$ cat src/rtl/lock_pkg.sv
// lock_pkg: shared constants and types for the lock input datapath.
package lock_pkg;
  localparam int DIGIT_W = 4;
  localparam logic [DIGIT_W-1:0] BCD_MAX = 4'd9;
  localparam int NUM_DIGITS_DEF = 4;
  typedef enum logic {ENTRY, DONE} state_t;
endpackage

$ cat src/rtl/digit_entry_encoder_edge_pulse.sv
// edge_pulse: one-bit rising-edge detector with synchronous reset.
module edge_pulse (
  input  logic clk,
  input  logic rst,
  input  logic d_i,
  output logic pulse_o
);
  logic prev_q;
  always_ff @(posedge clk) prev_q <= rst ? 1'b0 : d_i;
  assign pulse_o = d_i & ~prev_q;
endmodule

$ cat src/rtl/digit_entry_encoder.sv
// digit_entry_encoder: turns button edges into BCD digits and assembles a multi-digit code.
module digit_entry_encoder
  import lock_pkg::*;
#(
  parameter int NUM_DIGITS = NUM_DIGITS_DEF
) (
  input  logic                      clk,
  input  logic                      rst,
  input  logic                      btn_inc,
  input  logic                      btn_dec,
  input  logic                      btn_enter,
  input  logic                      btn_clear,
  output logic [DIGIT_W-1:0]        cur_digit,
  output logic [2:0]                digit_idx,
  output logic [4*NUM_DIGITS-1:0]   code,
  output logic                      code_valid
);
  logic [3:0] ev;
  logic inc, dec, ent, clr;
  state_t state_q, state_d;
  logic [DIGIT_W-1:0] cur_q, cur_d;
  logic [2:0] idx_q, idx_d;
  logic [4*NUM_DIGITS-1:0] code_q, code_d;
  logic valid_q, valid_d;
  edge_pulse u_ep [3:0] (
    .clk     (clk),
    .rst     (rst),
    .d_i     ({btn_clear, btn_enter, btn_dec, btn_inc}),
    .pulse_o (ev)
  );
  assign {clr, ent, dec, inc} = ev;
  always_comb begin
    state_d = state_q;
    cur_d   = cur_q;
    idx_d   = idx_q;
    code_d  = code_q;
    valid_d = 1'b0;
    if (state_q == DONE) begin
      state_d = ENTRY;
    end else if (clr) begin
      cur_d  = '0;
      idx_d  = '0;
      code_d = '0;
    end else if (ent) begin
      // first-entered digit lands in the most significant nibble
      for (int i = 0; i < NUM_DIGITS; i++)
        if (idx_q == 3'(NUM_DIGITS - 1 - i)) code_d[i*4 +: 4] = cur_q;
      cur_d = '0;
      if (idx_q == 3'(NUM_DIGITS - 1)) begin
        idx_d   = '0;
        state_d = DONE;
        valid_d = 1'b1;
      end else begin
        idx_d = idx_q + 3'd1;
      end
    end else if (inc && !dec) begin
      cur_d = (cur_q == BCD_MAX) ? '0 : cur_q + 4'd1;
    end else if (dec && !inc) begin
      cur_d = (cur_q == '0) ? BCD_MAX : cur_q - 4'd1;
    end
  end
  always_ff @(posedge clk) begin
    if (rst) begin
      state_q <= ENTRY;
      cur_q   <= '0;
      idx_q   <= '0;
      code_q  <= '0;
      valid_q <= 1'b0;
    end else begin
      state_q <= state_d;
      cur_q   <= cur_d;
      idx_q   <= idx_d;
      code_q  <= code_d;
      valid_q <= valid_d;
    end
  end
  assign cur_digit  = cur_q;
  assign digit_idx  = idx_q;
  assign code       = code_q;
  assign code_valid = valid_q;
endmodule

$ cat config.mk
export PLATFORM = sky130hd
export DESIGN_NAME = digit_entry_encoder
export DESIGN_NICKNAME = d
export VERILOG_FILES = /design/src/rtl/lock_pkg.sv /design/src/rtl/digit_entry_encoder_edge_pulse.sv /design/src/rtl/digit_entry_encoder.sv
export SDC_FILE = /design/constraint.sdc
export NUM_CORES = 1
export LEC_CHECK = 0
export ABC_AREA = 0
export CORE_MARGIN = 8
export CORE_UTILIZATION = 45
export DETAILED_ROUTE_END_ITERATION = 12
export PLACE_DENSITY = 0.74
export SYNTH_ARGS = -nofsm -noshare
export SYNTH_HDL_FRONTEND = slang
export SYNTH_SLANG_ARGS = --single-unit
export TNS_END_PERCENT = 50
$ cat constraint.sdc
create_clock -name clk -period 3 [get_ports clk]
set_input_delay 0.6 -clock clk [delete_from_list [all_inputs] [get_ports clk]]
set_output_delay 0.6 -clock clk [all_outputs]
set_load 0.02 [all_outputs]
# After elaboration in Yosys (flattened, before gate mapping)
# Index checks and enable logic that the tools add are counted.
dict set report word_totals {
  ff_bits 28
  output_inout_bits 24
  wordCells 63
}
dict set report op_classes {
  addsub 3
  eq_ne 4
  n_mux 16
  bitwise 10
  reduce_logical 19
}
# cell count
set op_table {}
lappend op_table {{$mux 4} 10}
lappend op_table {{$mux 16} 2}
lappend op_table {{$reduce_and 3->1} 4}
lappend op_table {{$reduce_bool 2->1} 5}
lappend op_table {{$mux 3} 3}
lappend op_table {{$eq 3x2->1 const B} 2}
lappend op_table {{$not 1->1} 6}
lappend op_table {{$add 4x1->4 const B} 1}
lappend op_table {{$and 1x1->1} 4}
lappend op_table {{$eq 4x4->1 const B} 1}
lappend op_table {{$logic_not 4->1} 1}
lappend op_table {{$reduce_and 2->1} 2}
lappend op_table {{$reduce_bool 4->1} 1}
lappend op_table {{$reduce_or 4->1} 1}
lappend op_table {{$sub 4x1->4 const B} 1}
lappend op_table {{$add 3x1->3 const B} 1}
lappend op_table {{$eq 3x1->1 const B} 1}
lappend op_table {{$logic_not 3->1} 1}
lappend op_table {{$logic_and 1x1->1} 2}
lappend op_table {{$logic_not 1->1} 2}
lappend op_table {{$mux 1} 1}

# Logic depth before layout (Yosys ltp)
# Gate-level depths: netlist of the first run.
dict set report logic_depth {
  depth_word 8
  ltp_mapped 6
}

# Cells and area by module
# Synthesis of the first run repeated with hierarchy kept, for this count alone.
dict set report unflattened {
  cells_unflattened 145
  hier_area_um2 1410.1
}
# mod instances cells_per_inst area_per_inst_um2 seq_area_each_um2
set modules_own_cells {}
lappend modules_own_cells {digit_entry_encoder 1 133 1219.9 480.5}
lappend modules_own_cells {edge_pulse 4 3 47.5 20.0}

# Worst setup path before layout of the first run
# OpenSTA, ideal clock, no wires.
dict set report synth_timing {
  kind {input to register}
  from {input btn_inc}
  to {register cur_q[2], in the netlist cur_digit[2]}
  setup_ps 67
  t_arrival_ps 1620
  required_ps 2933
  slack_ps 1313
  stages 6
  n_path_buf 0
  path_cell_list {nor2b_1 > ha_1 > nor2_1 > nand3_1 > a221o_1 > a21oi_2}
}
dict set report synth_via {
  elab_chain_len 5
  word_cells_on_any_way 9
  classes_between {mux (3); bitwise (1); reduce/logical (5)}
}
# element line_no
set synth_rtl {}
lappend synth_rtl {{start, declared} digit_entry_encoder.sv:9} ;# input logic btn_inc,
lappend synth_rtl {{$and 1x1->1 (*)} digit_entry_encoder_edge_pulse.sv:10} ;# assign pulse_o = d_i & ~prev_q;
lappend synth_rtl {{$logic_and 1x1->1 or $logic_not 1->1 (tied branches)} {digit_entry_encoder.sv:56, digit_entry_encoder.sv:58}}
lappend synth_rtl {{$mux 4 or $logic_and 1x1->1 (tied branches)} {digit_entry_encoder.sv:56, digit_entry_encoder.sv:58}}
lappend synth_rtl {{$mux 4 or $reduce_bool 4->1 (tied branches)} -}
lappend synth_rtl {{$mux 4 or $reduce_and 2->1 (tied branches)} -}
lappend synth_rtl {{end signal, assigned} digit_entry_encoder.sv:71} ;# cur_q <= cur_d;
lappend synth_rtl {{end, declared} digit_entry_encoder.sv:21} ;# logic [DIGIT_W-1:0] cur_q, cur_d;
# Mark *: on every way between the ends. The rest lies on a longest branch, timed or not.
# A chain may end at the register's enable or synchronous reset.

# Final worst setup path of the first run
dict set report layout_timing {
  from {register cur_q[2], in the netlist cur_digit[2]}
  to {output cur_digit[2]}
}
# element line_no
set layout_rtl {}
lappend layout_rtl {{end, declared} digit_entry_encoder.sv:13} ;# output logic [DIGIT_W-1:0] cur_digit,
# No word-level cell between the ends.

==> impl_metrics.json, run 1 <==
{
  "hold_ws_ps": 490.7,
  "drt_iter0_drc": 95,
  "fin_crit_ps": 2177,
  "ff2ff_path_depth": 5,
  "maxCapViolCount": 0,
  "cts_buffer_depth": 2,
  "slowest_stage": "clkdlybuf4s50_1",
  "holdPathStages": 2,
  "core_mm2": 0.003078,
  "cp.required_ps": 2400,
  "ys_warn_count": 0,
  "grt_max_degree": 20,
  "status": "finished, final reports clean",
  "yosys_register_bits": 28,
  "port_buffers": 29,
  "grtUsageTotal": 0.1201,
  "cp_slowest_stage_delay_ps": 680,
  "worst-path-buf-inv": 1,
  "path_delay_family": "buffers and inverters",
  "cts_resized": 0,
  "cellPowerDensity_mw_per_mm2": 391.7,
  "worst-path-stages": 1,
  "min_path_type": "register to register",
  "synth_top_area_share": 0.3849,
  "syn-num-nets": 182,
  "crit_path_end_kind": "output pin",
  "place_inst": 234,
  "vias_per_cell": 5.374,
  "critPathArrivalTime_ps": 1580,
  "tightestPinTransition_ps": 526.2,
  "fp.dieH_um": 72.89,
  "synthTopCellsByArea": "dfxtp_1 (38%), a21oi_1 (6.9%), ha_1 (6.9%), nand3_1 (6.5%), o21ai_1 (4.8%)",
  "drcViolationCount": 0,
  "timing.final.hold_violations": 0,
  "worst_skew_pair.late_latency_ps": 320,
  "grt_pass1_vias": 1203,
  "nets": 209,
  "fin_util": 0.5805,
  "syn_area_mm2": 0.001456,
  "min_period_over_period": 0.7258,
  "fin_setup_tns_ps": 0,
  "cp_cell_sequence": "clkdlybuf4s50_1",
  "netlist_instances": 168,
  "wl_per_cell_um": 13.29,
  "via_count": 1279,
  "yosysUniqueCellTypes": 38,
  "hpwl_um": 2380,
  "post_cts.repair.setup_buffers": 0,
  "num_antenna_cells": 0,
  "finalNonFillerCells": 238,
  "grt_overflow": 0,
  "synth_top_cell_by_area": "dfxtp_1",
  "syn_to_final_growth_pct": 22.68,
  "cts_made_buffers": 3,
  "fmax_mhz": 459.2,
  "ys_seq_area_frac": 0.3849,
  "start_util": 0.4732,
  "htreeDepth": 1,
  "antenna_found_initial": 0,
  "p_leak_nw": 0.6240,
  "irDropWorstVdd_v": 0.0002506,
  "maxSlewHeadroom": 0.6481,
  "cts_tree": "yes",
  "fin_total_pwr_uw": 699.8,
  "boundaryPins": 30,
  "rsz0062_at_grt": "no",
  "cts_hold_buf": 0,
  "rows": 20,
  "cts.clk_slew.worst_paths_ps": 150,
  "cts_root_buffer": "clkbuf_4",
  "clock-sinks": 28,
  "first_pass_iters": 4,
  "critPathMaxFanout": 13,
  "setup_viol": 0,
  "gp_congestion": 0.7620,
  "drive_gt1_frac": 0.09794,
  "cp-start-kind": "register",
  "drt-total-wl_um": 3163,
  "postSynthAreaPerCell_um2": 8.669,
  "die_w_um": 72.89,
  "fin_skew_ps": 5.654,
  "die-area_mm2": 0.005313,
  "ant_nets": 0,
  "path_class": "register to output pin",
  "final_max_slew_viol_count": 0,
  "grt_pass1_wl_um": 5264
}
==> path summary, 6_finish.rpt <==
kind / startpoint / endpoint / slack (ps)
max: cur_digit[2] / cur_digit[2] / 820
min: code[6] / code[6] / 490
max reg2reg: cur_digit[0] / cur_digit[3] / 1340
min reg2reg: code[6] / code[6] / 490
==> synth_stat cells, drive strengths merged <==
cell and number:
o41ai 1, or3 1, nand3b 5, a21oi 25
ha 8, and2 2, and3b 1, or2 1
o31ai 2, a211oi 1, nand2 6, and2b 1
and4b 1, a221o 1, nand2b 5, buf 7
a31oi 4, clkbuf 1, nor3 1, a21o 5
nor2b 7, inv 6, a31o 1, nor2 10
nand3 19, o21ai 18, dfxtp 28
==> sequential cells by signal, indices dropped and copies added (netlist names) <==
| signal | count |
|---|---|
| code | 16 |
| code_valid | 1 |
| cur_digit | 4 |
| digit_idx | 3 |
| u_ep.prev_q | 4 |
==> metal layers <==
layer	global-route usage	vias up	wire length (um)
met1	0.1483	599	1444
met5	0	-	0
met3	0.03022	2	183
met2	0.1988	28	1521
li1	-	650	-
met4	0.03556	0	13
==> logic make-up after synthesis <==
| family | after synthesis | share of synthesized area |
|---|---|---|
| compound gates | 58 | 0.2491 |
| flops | 28 | 0.3849 |
| buf+inv | 14 | 0.05584 |
| fa+ha+maj | 8 | 0.06873 |
| simple gates | 60 | 0.2414 |
==> area by class of cell <==
cell class              count  area [um2]
well taps                  44       55.05
flip-flops and latches     28       560.5
repair buffers             30       297.8
clock buffers               4       36.28
fillers                   279        1291
inverters                   6       22.52
multi-input cells         126       814.5
==> per-stage QoR <==
step / instance area, um2 / setup slack, ps
CTS: 1787 / 814.6
floorplan: 1456 / 1313
global placement: 1750 / 802.1
global route: 1787 / 736.8
detailed placement: 1750 / 766.7
finish: 1787 / 822.5
==> report_power, final <==
| part | switching (mW) | internal [mW] | total (mW) |
|---|---|---|---|
| logic | 0.0752 | 0.0515 | 0.127 |
| registers | 0.00994 | 0.381 | 0.391 |
| clock network | 0.108 | 0.0741 | 0.182 |
==> layout by cell type, fill, tap and decap left out, types with 5 or more instances in the layout <==
cell             Yosys  routed
nand3_1             19      19
clkdlybuf4s50_1      0      29
inv_1                5       5
ha_1                 8       8
nand2_1              6       6
a21oi_1             20      20
nor2b_1              7       7
o21ai_1             14      14
nor2_1               7       7
dfxtp_1             28      28
nand3b_1             5       5
(Power assumes the default switching activity.)
==> inputs of run 2 (changes only) <==
==> constraint.sdc (replaced) <==
create_clock -name clk -period 2.2 [get_ports clk]
set_input_delay 0.44 -clock clk [delete_from_list [all_inputs] [get_ports clk]]
set_output_delay 0.44 -clock clk [all_outputs]
set_load 0.02 [all_outputs]
==> impl_metrics.json, run 2 (synthesized netlist as in run 1, its figures left out) <==
{
  "cts.clk_slew.worst_paths_ps": 150,
  "critPathMaxFanout": 13,
  "largest_reg_flops": 16,
  "vias_per_cell": 5.389,
  "irDropWorstVdd_v": 0.0003016,
  "hold_ws_ps": 486.5,
  "nets": 210,
  "min_path_type": "register to register",
  "antenna_found_initial": 0,
  "grt_overflow": 0,
  "via_count": 1288,
  "switching_share": 0.2738,
  "cellPowerDensity_mw_per_mm2": 531.6,
  "num_antenna_cells": 0,
  "rows": 20,
  "path_delay_family": "buffers and inverters",
  "cp-start-kind": "register",
  "num-fill-cells": 297,
  "port_buffers": 29,
  "fin_setup_tns_ps": 0,
  "clock-sinks": 28,
  "mostFrequentLayoutCell": "clkdlybuf4s50_1",
  "comb_power_share": 0.183,
  "fin_skew_ps": 9.646,
  "wl_per_cell_um": 13.79,
  "cts_made_buffers": 3,
  "power_frac_clock": 0.258,
  "first_pass_iters": 4,
  "start_util": 0.4732,
  "grt_pass1_vias": 1238,
  "cts_tree": "yes",
  "maxSlewHeadroom": 0.5708,
  "die_w_um": 72.89,
  "slowest_stage": "clkdlybuf4s50_1",
  "drt-total-wl_um": 3296,
  "grt_pass1_wl_um": 5609,
  "rsz0062_at_grt": "no",
  "cts_hold_buf": 0,
  "timing.final.hold_violations": 0,
  "post_cts.repair.setup_buffers": 0,
  "grtUsageTotal": 0.1289,
  "syn_to_final_growth_pct": 23.20,
  "die-area_mm2": 0.005313,
  "cp.required_ps": 1760,
  "boundaryPins": 30,
  "grt_max_degree": 20,
  "fp.dieH_um": 72.89,
  "drive_gt1_frac": 0.1026,
  "placed_area_mm2": 0.001758,
  "switchingPower_uw": 261.2,
  "path_class": "register to output pin",
  "maxCapViolCount": 0,
  "p_int_uw": 692.6,
  "crit_path_end_kind": "output pin",
  "worst_skew_pair.late_latency_ps": 320,
  "hpwl_um": 2461,
  "fmax_mhz": 493.9,
  "seq_power_share": 0.559,
  "core_mm2": 0.003078,
  "drt_iter0_drc": 58,
  "tightestPinTransition_ps": 641.7,
  "status": "finished, final reports clean",
  "layout_common_cells": "clkdlybuf4s50_1 (29), dfxtp_1 (28), a21oi_1 (20), nand3_1 (19), o21ai_1 (14)",
  "cts_buffer_depth": 2,
  "drcViolationCount": 0,
  "cp_slowest_stage_delay_ps": 680,
  "critPathArrivalTime_ps": 1580,
  "cp_cell_sequence": "clkdlybuf4s50_1",
  "fin_crit_ps": 2025,
  "fin_area_mm2": 0.001794,
  "htreeDepth": 1,
  "worst-path-buf-inv": 1,
  "gp_congestion": 0.7886,
  "p_leak_nw": 0.6289,
  "cts_resized": 0,
  "final_max_slew_viol_count": 0,
  "cts_root_buffer": "clkbuf_4",
  "min_period_over_period": 0.9204,
  "setup_viol": 0,
  "ant_nets": 0
}
run 2: layout make-up:
cell class | instances | area (um2) | area share
repair buffers | 31 | 305.3 | 0.1702
well taps | 44 | 55.05 | 0.03068
flip-flops and latches | 28 | 560.5 | 0.3124
multi-input cells | 126 | 814.5 | 0.4540
inverters | 6 | 22.52 | 0.01255
clock buffers | 4 | 36.28 | 0.02022
run 2: stage by stage:
stage | total power, mW | setup WS [ps] | std cells | util
after floorplan | 0.6719 | 586.4 | 168 | -
after global placement | 0.7137 | 167.2 | 235 | 0.5711
after detailed placement | 0.7188 | 73.19 | 235 | 0.5711
after CTS | 0.9661 | 175.9 | 239 | 0.5829
after global routing | 1.009 | 103.3 | 239 | 0.5829
final | 0.9538 | 175.2 | 239 | 0.5829
run 2: layer usage:
metal,track usage,vias to the layer above,routed length (um)
li1,-,654,-
met4,0.04000,0,32
met1,0.1530,604,1466
met3,0.02885,4,169
met2,0.2227,26,1627
met5,0,-,0
run 2: worst paths after layout:
check	cells after the start	endpoint	slack, ps	from
setup / recovery	1	cur_digit[2]	180	cur_digit[2]
hold / removal	2	code[2]	490	code[2]
setup reg to reg	5	cur_digit[3]	490	cur_digit[0]
hold reg to reg	2	code[2]	490	code[2]
run 2: power by group through the flow:
| stage | logic [mW] | clock network [mW] | registers [mW] |
|---|---|---|---|
| 3_5_place_dp | 0.174 | 0 | 0.544 |
| 4_1_cts | 0.175 | 0.258 | 0.533 |
| 6_report | 0.175 | 0.246 | 0.534 |
| 5_1_grt | 0.192 | 0.280 | 0.536 |
| 2_1_floorplan | 0.122 | 0 | 0.550 |
| 3_3_place_gp | 0.170 | 0 | 0.544 |
